File: src/rtl/spi_master.sv
// Mode-0 SPI master: one W-bit full-duplex transfer per accepted start pulse.
// Optional macro SPI_MASTER_LSB_FIRST_EN shifts LSB first; default is MSB first.
module spi_master #(
    parameter int W       = 8,
    parameter int CLK_DIV = 2
) (
    input  logic         clk,
    input  logic         rst,
    input  logic         start,
    input  logic [W-1:0] tx_data,
    output logic         busy,
    output logic         done,
    output logic [W-1:0] rx_data,
    output logic         sclk,
    output logic         cs_n,
    output logic         mosi,
    input  logic         miso
);

    localparam int DIV_W = $clog2(CLK_DIV) + 1;
    localparam int BIT_W = $clog2(W) + 1;
    localparam logic [DIV_W-1:0] DIV_LAST = DIV_W'(CLK_DIV - 1);
    localparam logic [BIT_W-1:0] BIT_LAST = BIT_W'(W - 1);

    typedef enum logic [1:0] {
        IDLE,
        SETUP,
        XFER,
        HOLD
    } state_t;

    state_t           state_q, state_d;
    logic [DIV_W-1:0] div_q, div_d;
    logic [BIT_W-1:0] bit_q, bit_d;
    logic [W-1:0]     tx_q, tx_d;
    logic [W-1:0]     rx_shift_q, rx_shift_d;
    logic [W-1:0]     rx_data_q, rx_data_d;
    logic             sclk_q, sclk_d;
    logic             cs_n_q, cs_n_d;
    logic             busy_q, busy_d;
    logic             done_q, done_d;

    logic div_wrap;
    logic last_bit;
    logic accept;
    logic rise_edge;
    logic fall_edge;
    logic finish;

    // Phase events: the SETUP exit edge doubles as the first sclk rising edge.
    assign div_wrap  = (div_q == DIV_LAST);
    assign last_bit  = (bit_q == BIT_LAST);
    assign accept    = (state_q == IDLE) && start;
    assign rise_edge = div_wrap && ((state_q == SETUP) ||
                                    ((state_q == XFER) && !sclk_q && !last_bit));
    assign fall_edge = div_wrap && (state_q == XFER) && sclk_q;
    assign finish    = div_wrap && (state_q == HOLD);

    always_ff @(posedge clk or posedge rst) begin
        if (rst) begin
            state_q    <= IDLE;
            div_q      <= '0;
            bit_q      <= '0;
            tx_q       <= '0;
            rx_shift_q <= '0;
            rx_data_q  <= '0;
            sclk_q     <= 1'b0;
            cs_n_q     <= 1'b1;
            busy_q     <= 1'b0;
            done_q     <= 1'b0;
        end else begin
            state_q    <= state_d;
            div_q      <= div_d;
            bit_q      <= bit_d;
            tx_q       <= tx_d;
            rx_shift_q <= rx_shift_d;
            rx_data_q  <= rx_data_d;
            sclk_q     <= sclk_d;
            cs_n_q     <= cs_n_d;
            busy_q     <= busy_d;
            done_q     <= done_d;
        end
    end

    always_comb begin
        state_d = state_q;
        case (state_q)
            IDLE:    if (start) state_d = SETUP;
            SETUP:   if (div_wrap) state_d = XFER;
            XFER:    if (div_wrap && !sclk_q && last_bit) state_d = HOLD;
            HOLD:    if (div_wrap) state_d = IDLE;
            default: state_d = IDLE;
        endcase
    end

    always_comb begin
        div_d      = div_q;
        bit_d      = bit_q;
        tx_d       = tx_q;
        rx_shift_d = rx_shift_q;
        rx_data_d  = rx_data_q;
        sclk_d     = sclk_q;
        cs_n_d     = cs_n_q;
        busy_d     = busy_q;
        done_d     = finish;

        if ((state_q == IDLE) || (state_d != state_q) || div_wrap) begin
            div_d = '0;
        end else begin
            div_d = div_q + 1'b1;
        end

        if ((state_q == SETUP) && (state_d == XFER)) begin
            bit_d = '0;
        end else if (rise_edge) begin
            bit_d = bit_q + 1'b1;
        end

        if (rise_edge) begin
            sclk_d = 1'b1;
`ifdef SPI_MASTER_LSB_FIRST_EN
            rx_shift_d = {miso, rx_shift_q[W-1:1]};
`else
            rx_shift_d = {rx_shift_q[W-2:0], miso};
`endif
        end else if (fall_edge) begin
            sclk_d = 1'b0;
        end

        // The final falling edge leaves the last bit on mosi through HOLD.
        if (accept) begin
            tx_d = tx_data;
        end else if (fall_edge && !last_bit) begin
`ifdef SPI_MASTER_LSB_FIRST_EN
            tx_d = {1'b0, tx_q[W-1:1]};
`else
            tx_d = {tx_q[W-2:0], 1'b0};
`endif
        end else if (finish) begin
            tx_d = '0;
        end

        if (accept) begin
            cs_n_d = 1'b0;
            busy_d = 1'b1;
        end else if (finish) begin
            cs_n_d    = 1'b1;
            busy_d    = 1'b0;
            rx_data_d = rx_shift_q;
        end
    end

    assign busy    = busy_q;
    assign done    = done_q;
    assign rx_data = rx_data_q;
    assign sclk    = sclk_q;
    assign cs_n    = cs_n_q;
`ifdef SPI_MASTER_LSB_FIRST_EN
    assign mosi    = tx_q[0];
`else
    assign mosi    = tx_q[W-1];
`endif

endmodule

File: config.mk
export PLATFORM = sky130hd
export DESIGN_NAME = spi_master
export DESIGN_NICKNAME = d
export VERILOG_FILES = /design/src/rtl/spi_master.sv
export SDC_FILE = /design/constraint.sdc
export NUM_CORES = 1
export LEC_CHECK = 0
export ABC_AREA = 1
export BUFFER_PORTS_ARGS = -buffer_cell sky130_fd_sc_hd__buf_4
export CAP_MARGIN = 15
export CORE_AREA = 2 2 60 62
export CTS_BUF_LIST = sky130_fd_sc_hd__clkbuf_4 sky130_fd_sc_hd__clkbuf_8 sky130_fd_sc_hd__clkbuf_16
export CTS_CLUSTER_DIAMETER = 50
export DETAILED_ROUTE_END_ITERATION = 16
export DIE_AREA = 0 0 62 64
export GPL_TIMING_DRIVEN = 0
export HOLD_SLACK_MARGIN = 0.08
export PLACE_DENSITY = 0.68
export SETUP_SLACK_MARGIN = 0.1
export SLEW_MARGIN = 0
export SYNTH_ARGS = -nofsm -noshare
export SYNTH_HDL_FRONTEND = slang
export SYNTH_SLANG_ARGS = --single-unit
File: constraint.sdc
create_clock -name clk -period 2.4 [get_ports clk]
set_input_delay 0.12 -clock clk [delete_from_list [all_inputs] [get_ports clk]]
set_output_delay 0.12 -clock clk [all_outputs]
set_load 0.05 [all_outputs]
==> summary by stage <==
Outcome
The flow ran to the end, and the final reports show no timing, DRC or antenna violations.

Detailed routing
For this block, the via count after detailed routing is roughly 1300. The routed wire length is roughly 3200 µm. The number of optimization iterations in the first detailed-route pass is 4. Dividing the detail-routed via count by the number of cells gives ~5.0.

The average wire length per cell after detail routing is 11.7 µm. In the routed design, unresolved DRC markers number 0. The DRC marker count from the first detailed-route iteration is 33. The detail route stage leaves a number of antenna-violating nets equal to 0.

Synth
The number of nets handed over by synthesis was 195. The cell accounting for the most synthesized area is dfrtp_1. After synthesis the netlist holds a flip-flop and latch count of 36. The top-area cell type share of the netlist area is 55.6%. The count of different cell masters after synthesis is 23. For this run, the leading register cell type out of synthesis is dfrtp_1.

The count of flip-flops with a built-in enable after synthesis is 0. The count of mapped cells out of synthesis is around 180. For this run, asynchronously set or reset flops after synthesis account for 100%. The average cell area after synthesis is 8.70 µm². Yosys printed 0 warnings. The mapped netlist covers roughly 1600 µm². After synthesis, the cell types taking the most area are dfrtp_1, nand2_1, nand3_1, nand3_2, dfstp_2. The proportion of synthesized chip area in sequential cells is between 50% and 60%.

Placed design
The quantity of I/O buffers inserted on ports is 24. The total instance count after detailed placement is 252. The final weighted congestion in routability-driven placement is 0.792.

The placed standard-cell area is 1840 µm². Detailed placement ended at an HPWL of about 2200 µm.

CTS
In this run, post-CTS repair resized a total of 0 instances. The maximum level of the CTS H-tree is 2. The number of hold buffers added after CTS was 10. The tree built by TritonCTS fans out to 36 sinks. The clock slew seen by the registers of the worst setup and hold paths is 0.11 ns. The number of buffers inserted to repair setup after CTS is 0. The CTS tree is done. The clock root buffer master is clkbuf_4. TritonCTS created 5 clock buffers.

The deepest clock path buffer count is 2. The insertion delay of the later-clocked pin in the worst-skew pair is about 0.34 ns.

Layout
The library cell used most frequently in the layout, excluding fill and tap cells, is nand2_1. The finished layout holds 270 standard cells, fillers aside. The post-route netlist has between 20 and 25% of its cells at a drive strength greater than 1.

The number of inserted diodes is 0. At the end of the flow, the number of nets in the layout was approximately 240. The cell area after layout is 2020 µm². In the layout the commonest cells are nand2_1, dfrtp_1, nand3_1, buf_4, dlygate4sd3_1. From synthesis to final layout, the design area changed by 28.3%.

Min path
The worst min-delay path class is primary input to flop. The hold-critical path endpoint is tx_q[1]. The startpoint identified for the worst hold timing path is start.

Counting instances, the worst hold path has a depth of 4.

Global route
After global routing the overflow that remains totals 0. The initial antenna violation count came to 0. The pin count of the biggest net entering global routing is 21. The first global-routing pass estimated 5290 µm of wire. The via count of the first global-routing pass is 1303.

Global routing consumed, over all layers together, approximately 18% of the routing resources.

Worst setup path
In this run the critical register-to-register path is captured at tx_q[4]. The critical path starts at div_q[1]. The setup slack of the worst register-to-register path is ~0.87 ns. The largest driver fanout on the critical path is 10.

STA classifies the critical path startpoint as a flop. The critical path is of the flop to flop type. The worst register-to-register path has a depth of 8.

Data on the critical path arrives at its endpoint at about 1.8 ns. For the worst setup path, the data required time is 2.63 ns. The startpoint identified for the worst register-to-register timing path is div_q[1]. STA classifies the critical path endpoint as a flop.

STA
The worst hold-check slack is 0.113 ns. At the pin with the least slew margin, the transition time is 0.707 ns. The number of max-slew violations in the final report came to 0. For the final database, setup skew stands at 0.0111 ns.

The post-route clock period utilization is 63.7%. The smallest clock period supported by the final layout is computed as approximately 1.5 ns. The sum of negative setup slack is 0 ns.

The number of failing hold endpoints at the final stage is 0. The number of endpoints failing setup at the final stage is 0. For this run, the top clock speed supported by timing is around 0.65 GHz. The worst slew margin relative to its limit is a little over half. Setup repair after global routing left no endpoint under its margin.

Power
The worst-case IR drop observed on VDD is 604 µV. The leakage power is ~0.0011 µW. The power density over the cells is around 1400 nW/µm².

Floorplanning
The die is around 64 µm tall. Pin placement for this block handled 25 I/O pins. Measured along the x axis, the die boundary spans between 60 and 70 µm. In this run the core area contains 21 standard-cell rows. For this configuration, the core starts out at a cell density of between 40% and 50%. The area of the die is ~4000 µm². The total area inside the core boundary comes to 3280 µm².

Flow run
The tool flagged a number of max-cap violations equal to 0.
-- kinds of logic after synthesis --
| group | share of synthesized area [%] |
|---|---|
| DFF | 57.3 |
| buffers and inverters | 4.21 |
| and+or+nand+nor | 35.1 |
| AOI/OAI and AO/OA | 1.27 |
| xor gates and xnor gates | 0.557 |
| adders and majority gates | 1.59 |
-- metal layers --
layer	global-route usage, %	vias up	part of all wire [%]
met1	21.5	629	45
met3	3.64	6	4.4
met5	0	-	0
met4	7.98	0	1.5
met2	30.2	29	49
li1	-	673	-
-- registers in the layout (all words and copies together) (netlist names) --
register,cells
state_q,2
done,1
tx_q,8
cs_n,1
bit_q,4
rx_data,8
sclk,1
rx_shift_q,8
div_q,2
busy,1
-- metrics by stage --
stage / setup slack [ns] / util [%] / power [µW]
after floorplan: 1.09 / - / 1970
after global placement: 0.930 / 55.2 / 2270
after detailed placement: 0.875 / 56.0 / 2320
after CTS: 0.861 / 61.5 / 2760
after global routing: 0.734 / 61.5 / 2930
final: 0.871 / 61.5 / 2730
-- power by group --
part / internal [µW] / switching (µW) / total [µW]
registers: 886 / 204 / 1090
clock network: 217 / 200 / 418
logic: 413 / 807 / 1220
total: 1520 / 1210 / 2730
-- synth_stat cells, types with 2 or more instances --
master / n
nand2_1: 75
dfrtp_1: 35
nand3_1: 34
inv_1: 7
nor2_1: 6
nand3_2: 3
buf_2: 2
ha_1: 2
inv_2: 2
nor3_1: 2
-- worst max-delay path: stages, from the launching register on --
cell and delay [ns]:
dfrtp_1 0.37, inv_1 0.05, ha_1 0.13, buf_4 0.16
nand2_1 0.07, nor2_1 0.13, nand3_1 0.26, nand3_1 0.16
nand3_1 0.09
-- layout make-up --
| cell class | instances | area [µm²] |
|---|---|---|
| buffer | 4 | 28.8 |
| fill | 286 | 1260 |
| timing repair buffer | 35 | 308 |
| multi-input combinational | 131 | 606 |
| sequential | 36 | 902 |
| inverter | 10 | 37.5 |
| clock buffer | 5 | 37.5 |
| tap | 46 | 57.6 |
| clock inverter | 3 | 42.5 |
-- worst max path at each step --
stage	to	slack (ns)
floorplan	tx_q[7]	1.09
global placement	rx_data[1]	0.93
detailed placement	tx_q[4]	0.88
CTS	tx_q[4]	0.86
global route	tx_q[6]	0.73
finish	tx_q[4]	0.87
(Power assumes the default switching activity.)
